<file path="src/rtl/ex_mem_cond_stage_pkg.sv">
// Shared condition-code encodings and NZCV bit positions for the EX/MEM boundary
// and any other stage that evaluates ARM-style condition fields.
package ex_mem_cond_stage_pkg;

    localparam logic [3:0] COND_EQ = 4'b0000;
    localparam logic [3:0] COND_NE = 4'b0001;
    localparam logic [3:0] COND_CS = 4'b0010;
    localparam logic [3:0] COND_CC = 4'b0011;
    localparam logic [3:0] COND_MI = 4'b0100;
    localparam logic [3:0] COND_PL = 4'b0101;
    localparam logic [3:0] COND_VS = 4'b0110;
    localparam logic [3:0] COND_VC = 4'b0111;
    localparam logic [3:0] COND_HI = 4'b1000;
    localparam logic [3:0] COND_LS = 4'b1001;
    localparam logic [3:0] COND_GE = 4'b1010;
    localparam logic [3:0] COND_LT = 4'b1011;
    localparam logic [3:0] COND_GT = 4'b1100;
    localparam logic [3:0] COND_LE = 4'b1101;
    localparam logic [3:0] COND_AL = 4'b1110;

    localparam int FLAG_N = 3;
    localparam int FLAG_Z = 2;
    localparam int FLAG_C = 1;
    localparam int FLAG_V = 0;

endpackage

</file>
<file path="src/rtl/ex_mem_cond_stage_cond_check.sv">
// Combinational condition evaluator: decides whether a 4-bit condition field
// passes against an NZCV flag vector. Also used by the decode-stage predictor.
module cond_check
    import ex_mem_cond_stage_pkg::*;
(
    input  logic [3:0] Cond,
    input  logic [3:0] Flags,
    output logic       CondEx
);

    logic n, z, c, v;

    assign n = Flags[FLAG_N];
    assign z = Flags[FLAG_Z];
    assign c = Flags[FLAG_C];
    assign v = Flags[FLAG_V];

    always_comb begin
        CondEx = 1'b1;
        case (Cond)
            COND_EQ: CondEx = z;
            COND_NE: CondEx = ~z;
            COND_CS: CondEx = c;
            COND_CC: CondEx = ~c;
            COND_MI: CondEx = n;
            COND_PL: CondEx = ~n;
            COND_VS: CondEx = v;
            COND_VC: CondEx = ~v;
            COND_HI: CondEx = c & ~z;
            COND_LS: CondEx = ~c | z;
            COND_GE: CondEx = (n == v);
            COND_LT: CondEx = (n != v);
            COND_GT: CondEx = ~z & (n == v);
            COND_LE: CondEx = z | (n != v);
            // AL and the unused 1111 encoding both always execute
            default: CondEx = 1'b1;
        endcase
    end

endmodule

</file>
<file path="src/rtl/ex_mem_cond_stage.sv">
// EX->MEM boundary: owns the architectural NZCV register, gates side effects by
// the EX condition result, and carries result/store data/controls into MEM.
module ex_mem_cond_stage
    import ex_mem_cond_stage_pkg::*;
#(
    parameter int DW  = 32,
    parameter int RAW = 4
) (
    input  logic           clk,
    input  logic           reset,
    input  logic           ValidE,
    input  logic [DW-1:0]  ALUResultE,
    input  logic [3:0]     ALUFlagsE,
    input  logic [DW-1:0]  WriteDataE,
    input  logic [RAW-1:0] WA3E,
    input  logic [3:0]     CondE,
    input  logic [1:0]     FlagWE,
    input  logic           RegWriteE,
    input  logic           MemWriteE,
    input  logic           MemtoRegE,
    input  logic           BranchE,
    input  logic           StallM,
    input  logic           FlushM,
    output logic           CondExE,
    output logic           PCSrcE,
    output logic [3:0]     Flags,
    output logic           ValidM,
    output logic [DW-1:0]  ALUResultM,
    output logic [DW-1:0]  WriteDataM,
    output logic [RAW-1:0] WA3M,
    output logic           RegWriteM,
    output logic           MemWriteM,
    output logic           MemtoRegM
);

    logic go;
    logic adv;

    // Condition is judged against committed Flags only; the flag producer is
    // always at least one stage ahead, so no bypass path is needed.
    cond_check u_cond_check (
        .Cond   (CondE),
        .Flags  (Flags),
        .CondEx (CondExE)
    );

    assign go     = ValidE & CondExE;
    assign adv    = ~StallM & ~FlushM;
    assign PCSrcE = BranchE & go;

    // Flag commit: a stalled or flushed instruction must not update flags, so a
    // stalled flag-setter commits exactly once, on the edge it finally advances.
    always_ff @(posedge clk) begin
        if (reset) begin
            Flags <= 4'b0000;
        end else if (adv && go) begin
            if (FlagWE[1]) begin
                Flags[FLAG_N] <= ALUFlagsE[FLAG_N];
                Flags[FLAG_Z] <= ALUFlagsE[FLAG_Z];
            end
            if (FlagWE[0]) begin
                Flags[FLAG_C] <= ALUFlagsE[FLAG_C];
                Flags[FLAG_V] <= ALUFlagsE[FLAG_V];
            end
        end
    end

    // EX -> MEM register; flush takes priority over stall
    always_ff @(posedge clk) begin
        if (reset || FlushM) begin
            ValidM     <= 1'b0;
            RegWriteM  <= 1'b0;
            MemWriteM  <= 1'b0;
            MemtoRegM  <= 1'b0;
            ALUResultM <= '0;
            WriteDataM <= '0;
            WA3M       <= '0;
        end else if (!StallM) begin
            ValidM     <= ValidE;
            RegWriteM  <= RegWriteE & go;
            MemWriteM  <= MemWriteE & go;
            MemtoRegM  <= MemtoRegE & go;
            ALUResultM <= ALUResultE;
            WriteDataM <= WriteDataE;
            WA3M       <= WA3E;
        end
    end

endmodule

</file>
<file path="config.mk">
export PLATFORM = sky130hd
export DESIGN_NAME = ex_mem_cond_stage
export DESIGN_NICKNAME = d
export VERILOG_FILES = /design/src/rtl/ex_mem_cond_stage_pkg.sv /design/src/rtl/ex_mem_cond_stage_cond_check.sv /design/src/rtl/ex_mem_cond_stage.sv
export SDC_FILE = /design/constraint.sdc
export NUM_CORES = 1
export LEC_CHECK = 0
export CAP_MARGIN = 0
export CORE_MARGIN = 2
export CORE_UTILIZATION = 38
export CTS_CLUSTER_SIZE = 14
export DETAILED_ROUTE_END_ITERATION = 6
export PLACE_DENSITY = 0.8
export SLEW_MARGIN = 20
export SYNTH_ARGS = -nofsm -noshare
export SYNTH_HDL_FRONTEND = slang
export SYNTH_SLANG_ARGS = --single-unit
</file>
<file path="constraint.sdc">
create_clock -name clk -period 2.6 [get_ports clk]
set_clock_uncertainty 0.2 [all_clocks]
set_input_delay 0.78 -clock clk [delete_from_list [all_inputs] [get_ports clk]]
set_output_delay 0.78 -clock clk [all_outputs]
set_load 0.1 [all_outputs]
</file>
# Word level (Yosys, flattened, before mapping)
# Index checks and enable logic that the tools add are counted.
[totals]
inputBits = 87
elab_cells = 46
regBits = 76
out_inout_bits = 78
[classes]
n_eq_ne = 15
bitwise = 16
n_mux = 1
n_reduce_logical = 5
[ops]
columns = ["operator", "count"]
rows = [
  ["4-bit == test, second input constant", 6],
  ["4-bit by 3-bit == test with 1-bit output, second input constant", 4],
  ["1-bit one-hot mux with 14 select lines", 1],
  ["1-bit AND", 8],
  ["4-bit by 2-bit == test with 1-bit output, second input constant", 2],
  ["1-bit NOT", 6],
  ["4-bit by 1-bit == test with 1-bit output, second input constant", 1],
  ["4-bit zero test", 1],
  ["2-bit AND reduction", 2],
  ["1-bit OR", 2],
  ["1-bit == test", 1],
  ["1-bit logical AND", 1],
  ["1-bit logical OR", 1],
  ["1-bit inequality test", 1],
]

# Logic depth before layout (Yosys ltp)
# Gate-level depths: netlist (run 1).
[logic_depth]
depth_word = 6
ltp_mapped = 5
ltp_nobuf = 5

# Hierarchy
# A second synthesis (run 1) with hierarchy kept.
[unflattened]
hier_cells = 280
area_unflattened_um2 = 2986.6
[by_module_without_submodules]
columns = ["mod", "seq_area_each_um2", "area_each_um2", "cells_each", "n_inst"]
rows = [
  ["ex_mem_cond_stage", 1521.5, 2821.5, 257, 1],
  ["cond_check", 0.0, 165.2, 23, 1],
]

# Worst setup path before layout (run 1)
# Ideal clock, no wire load.
[synth_timing]
path_kind = "flip-flop to output port"
startpoint = "register Flags[3]"
endpoint = "output port PCSrcE"
required_time_ns = 1.620
stages_incl_launch_ff = 6
setup_slack_ns = -1.637
t_arrival_ns = 3.257
n_path_buf = 0
path_cell_list = "dfxtp_1 xnor3_1 o211ai_2 and3_4 nand2_1 and3_1"
[synth_via]
elab_chain_cells = 5
elab_cells_between_ends = 8
cone_classes = "2 x eq/ne; 1 x mux; 5 x bitwise"
[synth_lines]
columns = ["item", "line", "text"]
rows = [
  ["start, declared", "ex_mem_cond_stage.sv:26", "output logic [3:0] Flags,"],
  ["start signal, assigned by index", "ex_mem_cond_stage.sv:58", "Flags[FLAG_N] <= ALUFlagsE[FLAG_N];"],
  ["start signal, assigned by index", "ex_mem_cond_stage.sv:59", "Flags[FLAG_Z] <= ALUFlagsE[FLAG_Z];"],
  ["start signal, assigned by index", "ex_mem_cond_stage.sv:62", "Flags[FLAG_C] <= ALUFlagsE[FLAG_C];"],
  ["1-bit inequality test / 1-bit == test (equally long branches)", "n/a", ""],
  ["1-bit OR / 1-bit AND (equally long branches)", "ex_mem_cond_stage_cond_check.sv:34, ex_mem_cond_stage_cond_check.sv:33", ""],
  ["1-bit one-hot mux with 14 select lines (*)", "ex_mem_cond_stage_cond_check.sv:20", "case (Cond)"],
  ["via CondExE", "ex_mem_cond_stage.sv:24", "output logic CondExE,"],
  ["1-bit AND (*)", "ex_mem_cond_stage.sv:47", "assign go = ValidE & CondExE;"],
  ["1-bit AND (*)", "ex_mem_cond_stage.sv:49", "assign PCSrcE = BranchE & go;"],
  ["end, declared", "ex_mem_cond_stage.sv:25", "output logic PCSrcE,"],
]
# The timed path passes the listed nets; every way through them passes the cells marked *.

# Final worst setup path (run 1)
[layout_timing]
startpoint = "input port CondE[2]"
endpoint = "output port PCSrcE"
[layout_via]
elab_chain_cells = 4
elab_cells_between_ends = 17
cone_classes = "13 x eq/ne; 1 x mux; 2 x bitwise; 1 x reduce/logical"
[layout_lines]
columns = ["item", "line", "text"]
rows = [
  ["start, declared", "ex_mem_cond_stage.sv:16", "input logic [3:0] CondE,"],
  ["4-bit == test (tied with other cells)", "ex_mem_cond_stage_cond_check.sv:20", ""],
  ["1-bit one-hot mux with 14 select lines (*)", "ex_mem_cond_stage_cond_check.sv:20", ""],
  ["1-bit AND (*)", "ex_mem_cond_stage.sv:47", ""],
  ["1-bit AND (*)", "ex_mem_cond_stage.sv:49", ""],
]
# Every way passes the cells marked *; elsewhere a longest branch is shown, timed or not.

==> results of run 1 <==
cell usage after synthesis, drive strengths merged:
cell / count
mux2i: 77
dfxtp: 76
nor2: 69
clkbuf: 9
buf: 7
a21oi: 6
nand2b: 6
nand2: 5
nor2b: 4
o211ai: 4
nand3b: 3
and3: 2
nor3b: 2
or2b: 2
and2: 1
and3b: 1
mux2: 1
nand3: 1
nor3: 1
o2bb2ai: 1
or2: 1
xnor3: 1
xor2: 1
report_power, final:
part | switching [W] | internal [W] | leakage [nW] | total [W]
Clock | 0.000420 | 0.000474 | 0.0999 | 0.000894
Combinational | 0.000420 | 0.000264 | 1.50 | 0.000685
Sequential | 0.0000195 | 0.00120 | 0.621 | 0.00122
final cells by class:
cell class | count | share of cell area (%)
well taps | 102 | 2.611
repair buffers | 181 | 33.04
flip-flops and latches | 76 | 31.33
clock inverters | 5 | 1.229
clock buffers | 11 | 2.892
multi-input cells | 189 | 28.90
worst max-delay path by stage:
stage               startpoint     end  slack (ns)  depth (start not counted)
floorplan             CondE[2]  PCSrcE       -0.31                          5
global placement      CondE[1]  PCSrcE       -0.84                          7
detailed placement    CondE[1]  PCSrcE       -0.89                          7
CTS                   CondE[1]  PCSrcE       -0.38                          7
global route          CondE[1]  PCSrcE       -0.44                          8
finish                CondE[2]  PCSrcE       -0.36                          8
cells by family (layout without fill, tap and decap cells):
| group | after synthesis | count (layout) | synth area share, % |
|---|---|---|---|
| simple gates | 98 | 98 | 15.07 |
| xor+xnor | 2 | 2 | 1.067 |
| compound gates | 11 | 11 | 2.775 |
| flops | 76 | 76 | 51.92 |
| mux | 78 | 78 | 26.81 |
| buf+inv | 16 | 197 | 2.348 |
sequential cells by signal, indices dropped and copies added (netlist names):
name,flops
RegWriteM,1
MemWriteM,1
WA3M,4
ValidM,1
ALUResultM,32
WriteDataM,32
MemtoRegM,1
Flags,4
worst min-delay path: stages, from the launching register on:
cell and delay [ns]:
dfxtp_1 0.32, nand2_1 0.06, a21oi_1 0.05
through the flow:
step                      TNS [ns]  instances  total power (W)  utilization, %  instance area [um2]
final                      -0.7018        564         0.002796           64.26                 4888
after global routing       -0.8362        564         0.002925           64.26                 4888
after CTS                  -0.7339        564         0.002839           64.06                 4873
after floorplan            -0.3112        281         0.001676               -                 2984
after detailed placement    -3.428        547         0.001927           61.05                 4644
after global placement      -2.773        547         0.001918           61.05                 4644
layout by cell type, fill, tap and decap left out, drive strengths merged, types with 3 or more instances in the layout:
cell and n:
o211ai 4, nor2b 4, clkbuf 11, buf 100
a21oi 6, mux2i 77, nand3b 3, dfxtp 76
nor2 69, clkdlybuf4s50 81, nand2b 6, nand2 5
timing repair:
action	4_1_cts	5_1_grt
endpoints found under the hold margin	0	0
pin swaps	5	1
resized for setup	25	3
endpoints found under the setup margin	2	2
buffers inserted	1	0
routing by layer:
metal	global-route usage, %	share of wire (%)	vias up	wire length, um
met3	5.423	7.7	10	564
met1	20.68	42	1190	3101
li1	-	-	1301	-
met5	0	0	-	0
met4	5.348	1.2	0	88
met2	29.11	49	96	3605
==> metrics.md, run 1 <==
| Metric | Value |
|---|---|
| Number of global-route vias before repair | `between 2000 and 3000` |
| Final period utilization | `113.9%` |
| Critical path's top delay family | `simple AND/OR/NAND/NOR gates` |
| Clock slew at reported path FFs | `around 0.080 ns` |
| Core Area | `about 0.0076 mm2` |
| Port Buf Inserts | `around 160` |
| Routability-driven placement congestion ratio | `roughly 0.75` |
| Average wire per standard cell | `around 13 um` |
| Max Cap Violations | `0` |
| Startpoint types | `input pin` |
| Final Max Slew Viols | `0` |
| HP Start | `RegWriteM` |
| Synthesized net count | `368` |
| Share of layout cells above drive strength 1 | `approximately 29%` |
| Share of the synthesized area in the top cell type | `between 50 and 60%` |
| Hold Crit Endpoint | `RegWriteM` |
| Headroom to the max-slew limit | `between 70% and 80%` |
| P&R area growth vs syn | `66.82%` |
| Worst Path Required | `1.62 ns` |
| Number of core rows | `32` |
| Drt pass-1 iters | `4` |
| HPWL Detailed | `5495 um` |
| Reg-to-reg critical path startpoint | `Flags[3]` |
| P_leak | `2.218 nW` |
| Synth area leader | `dfxtp_1` |
| Pre-CTS setup slack | `-0.8903 ns` |
| Register area share after synthesis | `around 52%` |
| Effective utilization at floorplan | `roughly 39%` |
| DRC errors left | `0` |
| Reg area | `0.001531 mm2` |
| CTS Root Cell | `clkbuf_8` |
| Power Density | `roughly 570 mW/mm2` |
| Antenna violations before repair | `0` |
| Ys Warns | `0` |
| Yosys reg bits | `76` |
| Highest-delay cell along the critical path | `and3_4` |
| Worst r2r path cells | `6` |
| Clk_lat worst skew | `about 0.32 ns` |
| Critical Path AT | `just under 2 ns` |
| Largest net degree at the start of global routing | `50` |
| Crit Reg-Reg Endpoint | `Flags[2]` |
| Top cell by count, worst path | `and3_4` |
| Final ANT Viol Nets | `0` |
| CTS tree | `done` |
| Worst VDD drop | `about 0.00031 V` |
| Hold buffer count at cts | `0` |
| CTS Sinks | `76` |
| Buf+Inv Stages, Crit Path | `3` |
| Via density | `around 4.6` |
| WS Path Type | `input pin to output port` |
| Gr usage total | `approximately 17%` |
| Final setup fails | `2` |
| Final net count | `roughly 540` |
| Worst-Margin Slew | `between 0.4 and 0.5 ns` |
| Syn Inst Count | `between 200 and 300` |
| Antenna Cells | `0` |
| Worst R2R Setup Slack | `0.78 ns` |
| Final hold violations | `0` |
| Max Root-Sink Buffers | `2` |
| Slowest cell delay on critical path | `roughly 0.26 ns` |
| Synth unique cells | `27` |
| RSZ-0062 raised after global routing | `yes` |
| Crit path capture type | `output port` |
| Mean Syn Cell Area | `between 10 and 15 um2` |
| Synth Cell Area | `0.002930 mm2` |
| Chip height | `~92 um` |
| Area of the multi-input gates | `roughly 0.0014 mm2` |
| Die Footprint | `0.008430 mm2` |
| Die width | `between 90 and 100 um` |
| H-tree depth | `3` |
| Synth area leaders | `dfxtp_1 52%, mux2i_1 26%, nor2_1 8.8%, nand2b_1 1.3%, buf_2 1.2%` |
| Remaining global-route overflow | `0` |
| Outcome | `finished, violations left` |
| Cell Chain, Critical Path | `buf_8, buf_6, and3b_1, mux2i_2, and3_4, nand2_8, and3_4, buf_12` |
| Num CTS Buffers | `9` |
| Tmin final | `between 2 and 3 ns` |
| First-pass GRT wire length | `11680 um` |
| FMAX | `approximately 0.34 GHz` |
| Post-route setup slack | `-0.3615 ns` |
| DRT iter0 DRCs | `73` |
| Total I/O pin count | `~170` |
| DRT Wirelength | `7359 um` |
| Failing checks | `setup timing` |
| Hold crit path type | `flop to flop` |
| DR vias | `between 2000 and 3000` |
| WHS Path Cells | `2` |
| Crit path max fanout | `5` |
| Worst hold slack | `0.2722 ns` |
| Filler instances | `between 600 and 700` |
(Power assumes the default switching activity.)
==> run 2, diff against run 1 <==
--- a/config.mk
+++ b/config.mk
@@ -6,6 +6,7 @@
 export NUM_CORES = 1
 export LEC_CHECK = 0
 export CAP_MARGIN = 0
+export CORE_ASPECT_RATIO = 1.2
 export CORE_MARGIN = 2
 export CORE_UTILIZATION = 38
 export CTS_CLUSTER_SIZE = 14
==> metrics.md, run 2 (synthesis gave the netlist of run 1 again) <==
| Metric | Value |
|---|---|
| RSZ-0062 raised after global routing | `yes` |
| Port Buf Inserts | `approximately 160` |
| HPWL Detailed | `~5400 um` |
| Share of layout cells above drive strength 1 | `between 20% and 30%` |
| Final setup fails | `2` |
| Sequential Power Share | `42.9%` |
| Worst Path Required | `1.62 ns` |
| Most frequent cells in the layout | `88 x buf_4, 81 x clkdlybuf4s50_1, 74 x mux2i_1` |
| Total I/O pin count | `approximately 170` |
| Max Cap Violations | `0` |
| CTS Sinks | `76` |
| Final hold violations | `0` |
| P&R area growth vs syn | `65.58%` |
| Final net count | `541` |
| Clock Power Share | `between 30% and 40%` |
| Tmin final | `between 2 and 3 ns` |
| Number of global-route vias before repair | `2596` |
| Final Total Pwr | `about 0.0028 W` |
| Num CTS Buffers | `9` |
| DRT iter0 DRCs | `54` |
| Routability-driven placement congestion ratio | `between 0.7 and 0.8` |
| Crit path capture type | `output port` |
| Pre-CTS setup slack | `-0.9077 ns` |
| Final ANT Viol Nets | `0` |
| Sum Neg Setup Slack | `-0.7032 ns` |
| Hold buffer count at cts | `0` |
| Antenna Cells | `0` |
| Die width | `approximately 84 um` |
| Remaining global-route overflow | `0` |
| Top Registers | `ALUResultM (32), WriteDataM (32)` |
| Critical Path AT | `1.98 ns` |
| Effective utilization at floorplan | `between 30% and 40%` |
| Max Root-Sink Buffers | `2` |
| Die Footprint | `roughly 0.0084 mm2` |
| Clock slew at reported path FFs | `about 0.070 ns` |
| P_leak | `around 2.2 nW` |
| CTS Root Cell | `clkbuf_8` |
| First-pass GRT wire length | `around 12000 um` |
| Final period utilization | `113.9%` |
| # placed instances | `roughly 530` |
| Internal | `between 0.0015 and 0.002 W` |
| Clk_lat worst skew | `around 0.33 ns` |
| Post-route setup slack | `-0.3608 ns` |
| FMAX | `0.3377 GHz` |
| Switching power | `0.0008442 W` |
| Number of core rows | `35` |
| DR vias | `around 2600` |
| Worst-Margin Slew | `0.4378 ns` |
| DRC errors left | `0` |
| Drt pass-1 iters | `4` |
| Worst hold slack | `0.2665 ns` |
| Gr usage total | `17.40%` |
| WS Path Type | `input pin to output port` |
| Failing checks | `setup timing` |
| Startpoint types | `input pin` |
| Core Area | `0.007576 mm2` |
| Largest net degree at the start of global routing | `73` |
| H-tree depth | `3` |
| Switching part of the total | `roughly 30%` |
| Power Density | `slightly below 600 mW/mm2` |
| Antenna violations before repair | `0` |
| Final Max Slew Viols | `0` |
| Via density | `roughly 4.7` |
| Worst VDD drop | `0.0003620 V` |
| DRT Wirelength | `between 7000 and 8000 um` |
| Hold crit path type | `flop to flop` |
| Commonest non-fill, non-tap cell in the layout | `buf_4` |
| Outcome | `finished, violations left` |
| Chip height | `100.2 um` |
| Comb pwr share | `roughly a quarter` |
| Final cell count without fillers | `550` |
| Headroom to the max-slew limit | `just over 70%` |
| Crit path max fanout | `3` |
| CTS tree | `done` |
| Average wire per standard cell | `~13 um` |
-- run 2: cell types whose count changed in the layout (fill, tap and decap cells not counted), sizes merged --
| cell | previous run | this run |
|---|---|---|
| clkbuf | 11 | 10 |
| clkinvlp | 1 | 0 |
| bufinv | 1 | 2 |
| buf | 100 | 97 |
-- run 2: worst paths after layout --
path,start,end,slack (ns),cells after the start
min reg2reg,RegWriteM,RegWriteM,0.27,2
min,RegWriteM,RegWriteM,0.27,2
max,CondE[1],PCSrcE,-0.36,7
max reg2reg,Flags[1],MemtoRegM,0.76,6
-- run 2: stage by stage --
| stage | util (%) | cell area (um2) |
|---|---|---|
| global route | 64.05 | 4852 |
| finish | 64.05 | 4852 |
| detailed placement | 61.01 | 4622 |
| global placement | 61.01 | 4622 |
| floorplan | - | 2984 |
| CTS | 63.96 | 4846 |
-- run 2: area by class of cell --
class / instances / area [um2]
Fill cell: 638 / 2724
Timing Repair Buffer: 178 / 1593
Sequential cell: 76 / 1531
Multi-Input combinational cell: 189 / 1409
Clock buffer: 10 / 127.6
Tap cell: 92 / 115.1
Clock inverter: 5 / 76.32
-- run 2: power groups by stage --
stage          clock, W  sequential, W  combinational [W]
6_report       0.000938        0.00122           0.000681
5_1_grt         0.00102        0.00122           0.000713
4_1_cts        0.000970        0.00122           0.000684
3_5_place_dp          0        0.00124           0.000680
3_3_place_gp          0        0.00124           0.000675
2_1_floorplan         0        0.00150           0.000172
-- run 2: timing repair --
item / 4_1_cts / 5_1_grt
cloned: 0 / 0
gates resized for setup: 22 / 2
setup endpoints to repair: 2 / 2
hold endpoints to repair: 0 / 0
pin swaps: 4 / 2
setup buffers: 1 / 0
-- run 2: worst max-delay path, cell delays in order --
cell and delay (ns):
buf_8 0.08, mux2i_2 0.23, mux2i_2 0.26, and3_4 0.26, nand2_8 0.05, and3_4 0.15, buf_12 0.16
-- run 2: layer usage --
| layer | wire, um | share of wire (%) | track usage (%) | vias to the layer above |
|---|---|---|---|---|
| li1 | - | - | - | 1289 |
| met4 | 144 | 1.9 | 7.940 | 0 |
| met5 | 0 | 0 | 0 | - |
| met2 | 3587 | 48 | 29.67 | 110 |
| met1 | 3045 | 41 | 19.75 | 1175 |
| met3 | 638 | 8.6 | 5.757 | 14 |
==> run 3, diff against run 2 <==
--- a/config.mk
+++ b/config.mk
@@ -12,7 +12,7 @@
 export CTS_CLUSTER_SIZE = 14
 export DETAILED_ROUTE_END_ITERATION = 6
 export PLACE_DENSITY = 0.8
-export SLEW_MARGIN = 20
+export SLEW_MARGIN = 5
 export SYNTH_ARGS = -nofsm -noshare
 export SYNTH_HDL_FRONTEND = slang
 export SYNTH_SLANG_ARGS = --single-unit
==> results of run 3 <==
No change in the layout: final DEF, timing and power equal those of run 2.
